File: config.mk
export PLATFORM = sky130hd
export DESIGN_NAME = imm_narrow_unit
export DESIGN_NICKNAME = d
export VERILOG_FILES = /design/src/rtl/imm_narrow_unit_pkg.sv /design/src/rtl/imm_range_chk.sv /design/src/rtl/imm_narrow_unit.sv
export SDC_FILE = /design/constraint.sdc
export NUM_CORES = 1
export LEC_CHECK = 0
export ABC_AREA = 1
export CORE_MARGIN = 1
export CORE_UTILIZATION = 35
export DETAILED_ROUTE_END_ITERATION = 8
export SKIP_CTS_REPAIR_TIMING = 1
export SYNTH_ARGS = -nofsm -noshare
export SYNTH_HDL_FRONTEND = slang
export SYNTH_SLANG_ARGS = --single-unit
File: constraint.sdc
create_clock -name clk -period 2.6 [get_ports clk]
set_input_delay 0.52 -clock clk [delete_from_list [all_inputs] [get_ports clk]]
set_output_delay 0.52 -clock clk [all_outputs]
set_load 0.01 [all_outputs]
File: src/rtl/imm_narrow_unit_pkg.sv
// Shared definitions for the immediate narrowing unit: field-width selects and
// a helper that returns the field width N for a given select.
package imm_narrow_unit_pkg;

  typedef enum logic [1:0] {
    WSEL_16 = 2'b00,
    WSEL_22 = 2'b01,
    WSEL_28 = 2'b10,
    WSEL_32 = 2'b11
  } wsel_e;

  function automatic int unsigned wsel_width(input logic [1:0] wsel);
    case (wsel_e'(wsel))
      WSEL_16: return 16;
      WSEL_22: return 22;
      WSEL_28: return 28;
      default: return 32;
    endcase
  endfunction

endpackage

File: src/rtl/imm_range_chk.sv
// Combinational narrowing of a 32-bit signed value to an N-bit field plus range check.
// Optional macro IMM_NARROW_SAT_EN: clamp out-of-range results to the N-bit signed limit.
module imm_range_chk
  import imm_narrow_unit_pkg::*;
(
  input  logic [31:0] value_i,
  input  logic [1:0]  wsel_i,
  output logic [31:0] field_o,
  output logic        fits_o
);

  logic [4:0]         pad;
  logic [31:0]        mask;
  logic signed [31:0] sext;

  // Shift the field to the top and arithmetic-shift back: equal to the input
  // exactly when bits [31:N-1] all match, so N=32 (pad=0) always fits.
  always_comb begin
    pad     = 5'(32 - wsel_width(wsel_i));
    mask    = {32{1'b1}} >> pad;
    sext    = $signed(value_i << pad) >>> pad;
    fits_o  = (sext == $signed(value_i));
    field_o = value_i & mask;
`ifdef IMM_NARROW_SAT_EN
    if (!fits_o) begin
      field_o = value_i[31] ? ((mask >> 1) + 32'd1) : (mask >> 1);
    end
`endif
  end

endmodule

File: src/rtl/imm_narrow_unit.sv
// Two-stage valid/ready pipeline narrowing signed values to 16/22/28/32-bit fields,
// with a saturating out-of-range counter. Optional macro IMM_NARROW_SAT_EN (see imm_range_chk).
module imm_narrow_unit
  import imm_narrow_unit_pkg::*;
#(
  parameter int unsigned CNT_W = 16
) (
  input  logic             clk,
  input  logic             rst_n,
  input  logic             in_valid,
  output logic             in_ready,
  input  logic [31:0]      in_data,
  input  logic [1:0]       in_wsel,
  output logic             out_valid,
  input  logic             out_ready,
  output logic [31:0]      out_field,
  output logic             out_fits,
  output logic [1:0]       out_wsel,
  output logic [CNT_W-1:0] ovf_count,
  input  logic             clr_count
);

  logic             s1_valid_q, s1_valid_d;
  logic [31:0]      s1_data_q, s1_data_d;
  logic [1:0]       s1_wsel_q, s1_wsel_d;
  logic             s2_valid_q, s2_valid_d;
  logic [31:0]      s2_field_q, s2_field_d;
  logic             s2_fits_q, s2_fits_d;
  logic [1:0]       s2_wsel_q, s2_wsel_d;
  logic [CNT_W-1:0] cnt_q, cnt_d;

  logic [31:0] chk_field;
  logic        chk_fits;
  logic        s1_load, s2_load, out_hs;

  imm_range_chk u_chk (
    .value_i (s1_data_q),
    .wsel_i  (s1_wsel_q),
    .field_o (chk_field),
    .fits_o  (chk_fits)
  );

  assign s2_load  = s1_valid_q && (!s2_valid_q || out_ready);
  assign in_ready = !s1_valid_q || s2_load;
  assign s1_load  = in_valid && in_ready;
  assign out_hs   = s2_valid_q && out_ready;

  always_comb begin
    s1_valid_d = s1_valid_q;
    s1_data_d  = s1_data_q;
    s1_wsel_d  = s1_wsel_q;
    s2_valid_d = s2_valid_q;
    s2_field_d = s2_field_q;
    s2_fits_d  = s2_fits_q;
    s2_wsel_d  = s2_wsel_q;
    cnt_d      = cnt_q;

    if (s1_load) begin
      s1_valid_d = 1'b1;
      s1_data_d  = in_data;
      s1_wsel_d  = in_wsel;
    end else if (s2_load) begin
      s1_valid_d = 1'b0;
    end

    // Payload is only rewritten on load so it holds steady under backpressure.
    if (s2_load) begin
      s2_valid_d = 1'b1;
      s2_field_d = chk_field;
      s2_fits_d  = chk_fits;
      s2_wsel_d  = s1_wsel_q;
    end else if (out_ready) begin
      s2_valid_d = 1'b0;
    end

    if (clr_count) begin
      cnt_d = '0;
    end else if (out_hs && !s2_fits_q && (cnt_q != '1)) begin
      cnt_d = cnt_q + 1'b1;
    end
  end

  always_ff @(posedge clk or negedge rst_n) begin
    if (!rst_n) begin
      s1_valid_q <= 1'b0;
      s1_data_q  <= '0;
      s1_wsel_q  <= '0;
      s2_valid_q <= 1'b0;
      s2_field_q <= '0;
      s2_fits_q  <= 1'b0;
      s2_wsel_q  <= '0;
      cnt_q      <= '0;
    end else begin
      s1_valid_q <= s1_valid_d;
      s1_data_q  <= s1_data_d;
      s1_wsel_q  <= s1_wsel_d;
      s2_valid_q <= s2_valid_d;
      s2_field_q <= s2_field_d;
      s2_fits_q  <= s2_fits_d;
      s2_wsel_q  <= s2_wsel_d;
      cnt_q      <= cnt_d;
    end
  end

  assign out_valid = s2_valid_q;
  assign out_field = s2_field_q;
  assign out_fits  = s2_fits_q;
  assign out_wsel  = s2_wsel_q;
  assign ovf_count = cnt_q;

endmodule

==> results by group <==
Status
  – Outcome: finished with violations
  – Failing checks: design-rule violations

CTS
  – # clock sinks: 87
  – CTS Root Buffer Type: clkbuf_16
  – CTS Buffer Depth: 2
  – Skew-Pair Late Insertion Delay: 0.33 ns
  – Htree depth: 3
  – Clock slew at reported path FFs: roughly 0.060 ns
  – Num CTS Buffers: 9
  – CTS tree: yes

STA
  – Final Hold Fails: 0
  – Max Fclk: between 0.4 and 0.5 GHz
  – Crit path time final: 2.25 ns
  – Tightest Pin Transition: 0.537 ns
  – Final period util: 86.6%
  – Setup_tns: 0 ns
  – Setup violations, final: 0
  – Clock skew: 0.00634 ns
  – Max-slew violation count: 0
  – RSZ-0062 raised after global routing: false
  – Rel. slew slack: 64.2%

Layout
  – Layout cells sized above 1: 8.68%
  – N_diodes: 0
  – Area Overhead vs Synth: 31.5%
  – Commonest cells after routing, fill and taps aside: nand2_1 (152), clkdlybuf4s50_1 (90), dfrtp_1 (87)
  – Most common cell after layout, fill and taps aside: nand2_1
  – Finished Core Util: ~48%
  – Nets: 657

Power and ir drop
  – Cell Pwr Density: 768 mW/mm2
  – Pleak: approximately 2.6 nW
  – Sequential share of power: 41.0%
  – Clk pwr share: 27.6%
  – Net Sw Frac: 31.8%
  – Worst vdd ir: 329 uV
  – Logic pwr share: 31.4%
  – P_sw: 1.37 mW
  – Cell Int Power: 2.94 mW

Logic synthesis
  – Cell Area, Synth: roughly 0.0043 mm2
  – Syn Nets: between 500 and 600
  – Top FF cell, synth: dfrtp_1
  – Post-synthesis cell count: 524
  – Async SR Flop Fraction: 100%
  – Yosys reg bits: 87
  – Largest area contributor in the netlist: dfrtp_1
  – Yosys top cell area share: 51.1%
  – Post-synth EDFFs: 0
  – Yosys warns: 0
  – Synthesized area per cell: 8.13 um2
  – Yosys cell types: 40
  – Seq/Total Area, Yosys: 51.1%
  – Dominant cells by area after synthesis: dfrtp_1 (51%), nand2_1 (14%), nor2_1 (4.7%), a21oi_1 (4.5%), nand3_1 (4.5%)

Global routing
  – Initial antenna violation count: 0
  – Pin count of the biggest net entering global routing: 56
  – Remaining Overflow, GRT: 0
  – Total global-route track usage: 17.4%
  – Vias in the first global route: 3565
  – Global-route wire length before repair: ~17 mm

Floorplanning
  – Die Y: ~110 um
  – Core area: 0.0116 mm2
  – IO Pins: 92
  – Initial Util: 36.7%
  – Die Wd: 112 um
  – # rows: 39
  – Die area: 0.0126 mm2

Route
  – Detailed Routing Iterations Pass 1: 8
  – Routed WL per cell: about 14 um
  – DR vias/cell: 4.94
  – Post-detailed-route count of antenna-violating nets: 0
  – Drt drc: 5
  – Total Wirelength: 10.6 mm
  – Initial DRC Count: 261
  – Vias: 3779

Critical path
  – Top delay family on crit path: buffers and inverters
  – CP max stage delay: between 0.5 and 0.6 ns
  – R2R Setup Slk: ~0.5 ns
  – Crit start category: primary input
  – Crit-path max FO: 3
  – Critical Path RT: 2.08 ns
  – WP buf/inv: 3
  – Crit path top cell by count: clkdlybuf4s50_1
  – Crit end category: primary output
  – CP Cell Sequence: clkdlybuf4s50_1, inv_1, nand3_1, clkdlybuf4s50_1
  – Crit path max-delay cell type: clkdlybuf4s50_1
  – Worst Setup Path Type: primary input to primary output
  – Arr. time, crit path: 1.73 ns

Min path
  – Hold crit path type: primary input to async pin

Placement
  – DP Wirelength: a little under 8 mm
  – RePlAce Congestion: 0.823
  – Buffers on Ports: between 90 and 100

Flow run
  – MaxCap Viol Count: 0
==> synth_stat cells (3+ instances only) <==
cell type  number
inv_1          43
o31ai_1        10
mux2_2          8
nor2_1         53
nor2_2          3
o21ai_0        29
nand4_1         3
inv_2           4
xor2_1          5
buf_1           3
dfrtp_1        87
clkbuf_1        8
nand3_1        38
nor3_1          5
nand2_1       154
a21oi_1        38
nand2_2         4
==> power groups by stage <==
stage / clock network, mW / registers (mW) / logic (mW)
5_1_grt: 1.27 / 1.80 / 1.50
6_report: 1.19 / 1.77 / 1.35
2_1_floorplan: 0 / 1.84 / 0.668
3_5_place_dp: 0 / 1.79 / 1.35
3_3_place_gp: 0 / 1.79 / 1.34
4_1_cts: 1.22 / 1.77 / 1.36
==> state kept, by name, summed over array words and instances, names as in the netlist <==
signal / flops
out_fits: 1
out_valid: 1
s1_valid_q: 1
s1_data_q: 32
s1_wsel_q: 2
ovf_count: 16
out_wsel: 2
out_field: 32
==> path summary, 6_finish.rpt <==
kind / startpoint / depth (start not counted) / end
worst max-delay path: out_ready / 4 / in_ready
worst min-delay path: rst_n / 1 / out_field[13]
worst max register to register: s1_wsel_q[0] / 15 / out_fits
worst min register to register: s1_data_q[2] / 2 / out_field[2]
max in group asynchronous: rst_n / 2 / s1_valid_q
min in group clk: s1_data_q[2] / 2 / out_field[2]
==> layer usage <==
layer	vias up	GRT usage, %	wire length (um)
li1	1887	-	-
met1	1800	24.8	5200
met4	0	7.02	131
met5	-	0	0
met3	10	3.08	487
met2	82	26.2	4770
==> cell type report <==
cell class,count,area (um2)
Clock buffer,13,260
Clock inverter,3,17.5
Fill cell,1164,6010
Inverter,49,189
Multi-Input combinational cell,370,1790
Sequential cell,87,2180
Tap cell,143,179
Timing Repair Buffer,100,988
==> cell families after synthesis <==
| logic type | Yosys count | share of synthesized area (%) |
|---|---|---|
| XOR/XNOR | 6 | 1.23 |
| multiplexers | 8 | 2.12 |
| buffers and inverters | 67 | 6.99 |
| adder cells (fa/ha/maj) | 1 | 0.294 |
| AND/OR/NAND/NOR | 270 | 27.2 |
| flip-flops | 87 | 51.1 |
| AO/OA/AOI/OAI | 85 | 11.1 |
==> through the flow <==
stage / instances / setup WS, ns / area [um2] / hold slack, ns / power (mW)
floorplan: 524 / 0.832 / 4260 / 0.224 / 2.51
global placement: 749 / 0.359 / 5320 / 0.444 / 3.12
detailed placement: 749 / 0.360 / 5320 / 0.448 / 3.14
CTS: 765 / 0.354 / 5600 / 0.0858 / 4.35
global route: 765 / 0.308 / 5600 / 0.103 / 4.57
finish: 765 / 0.348 / 5600 / 0.0757 / 4.30
No activity file was read; power rests on OpenSTA's default activity.
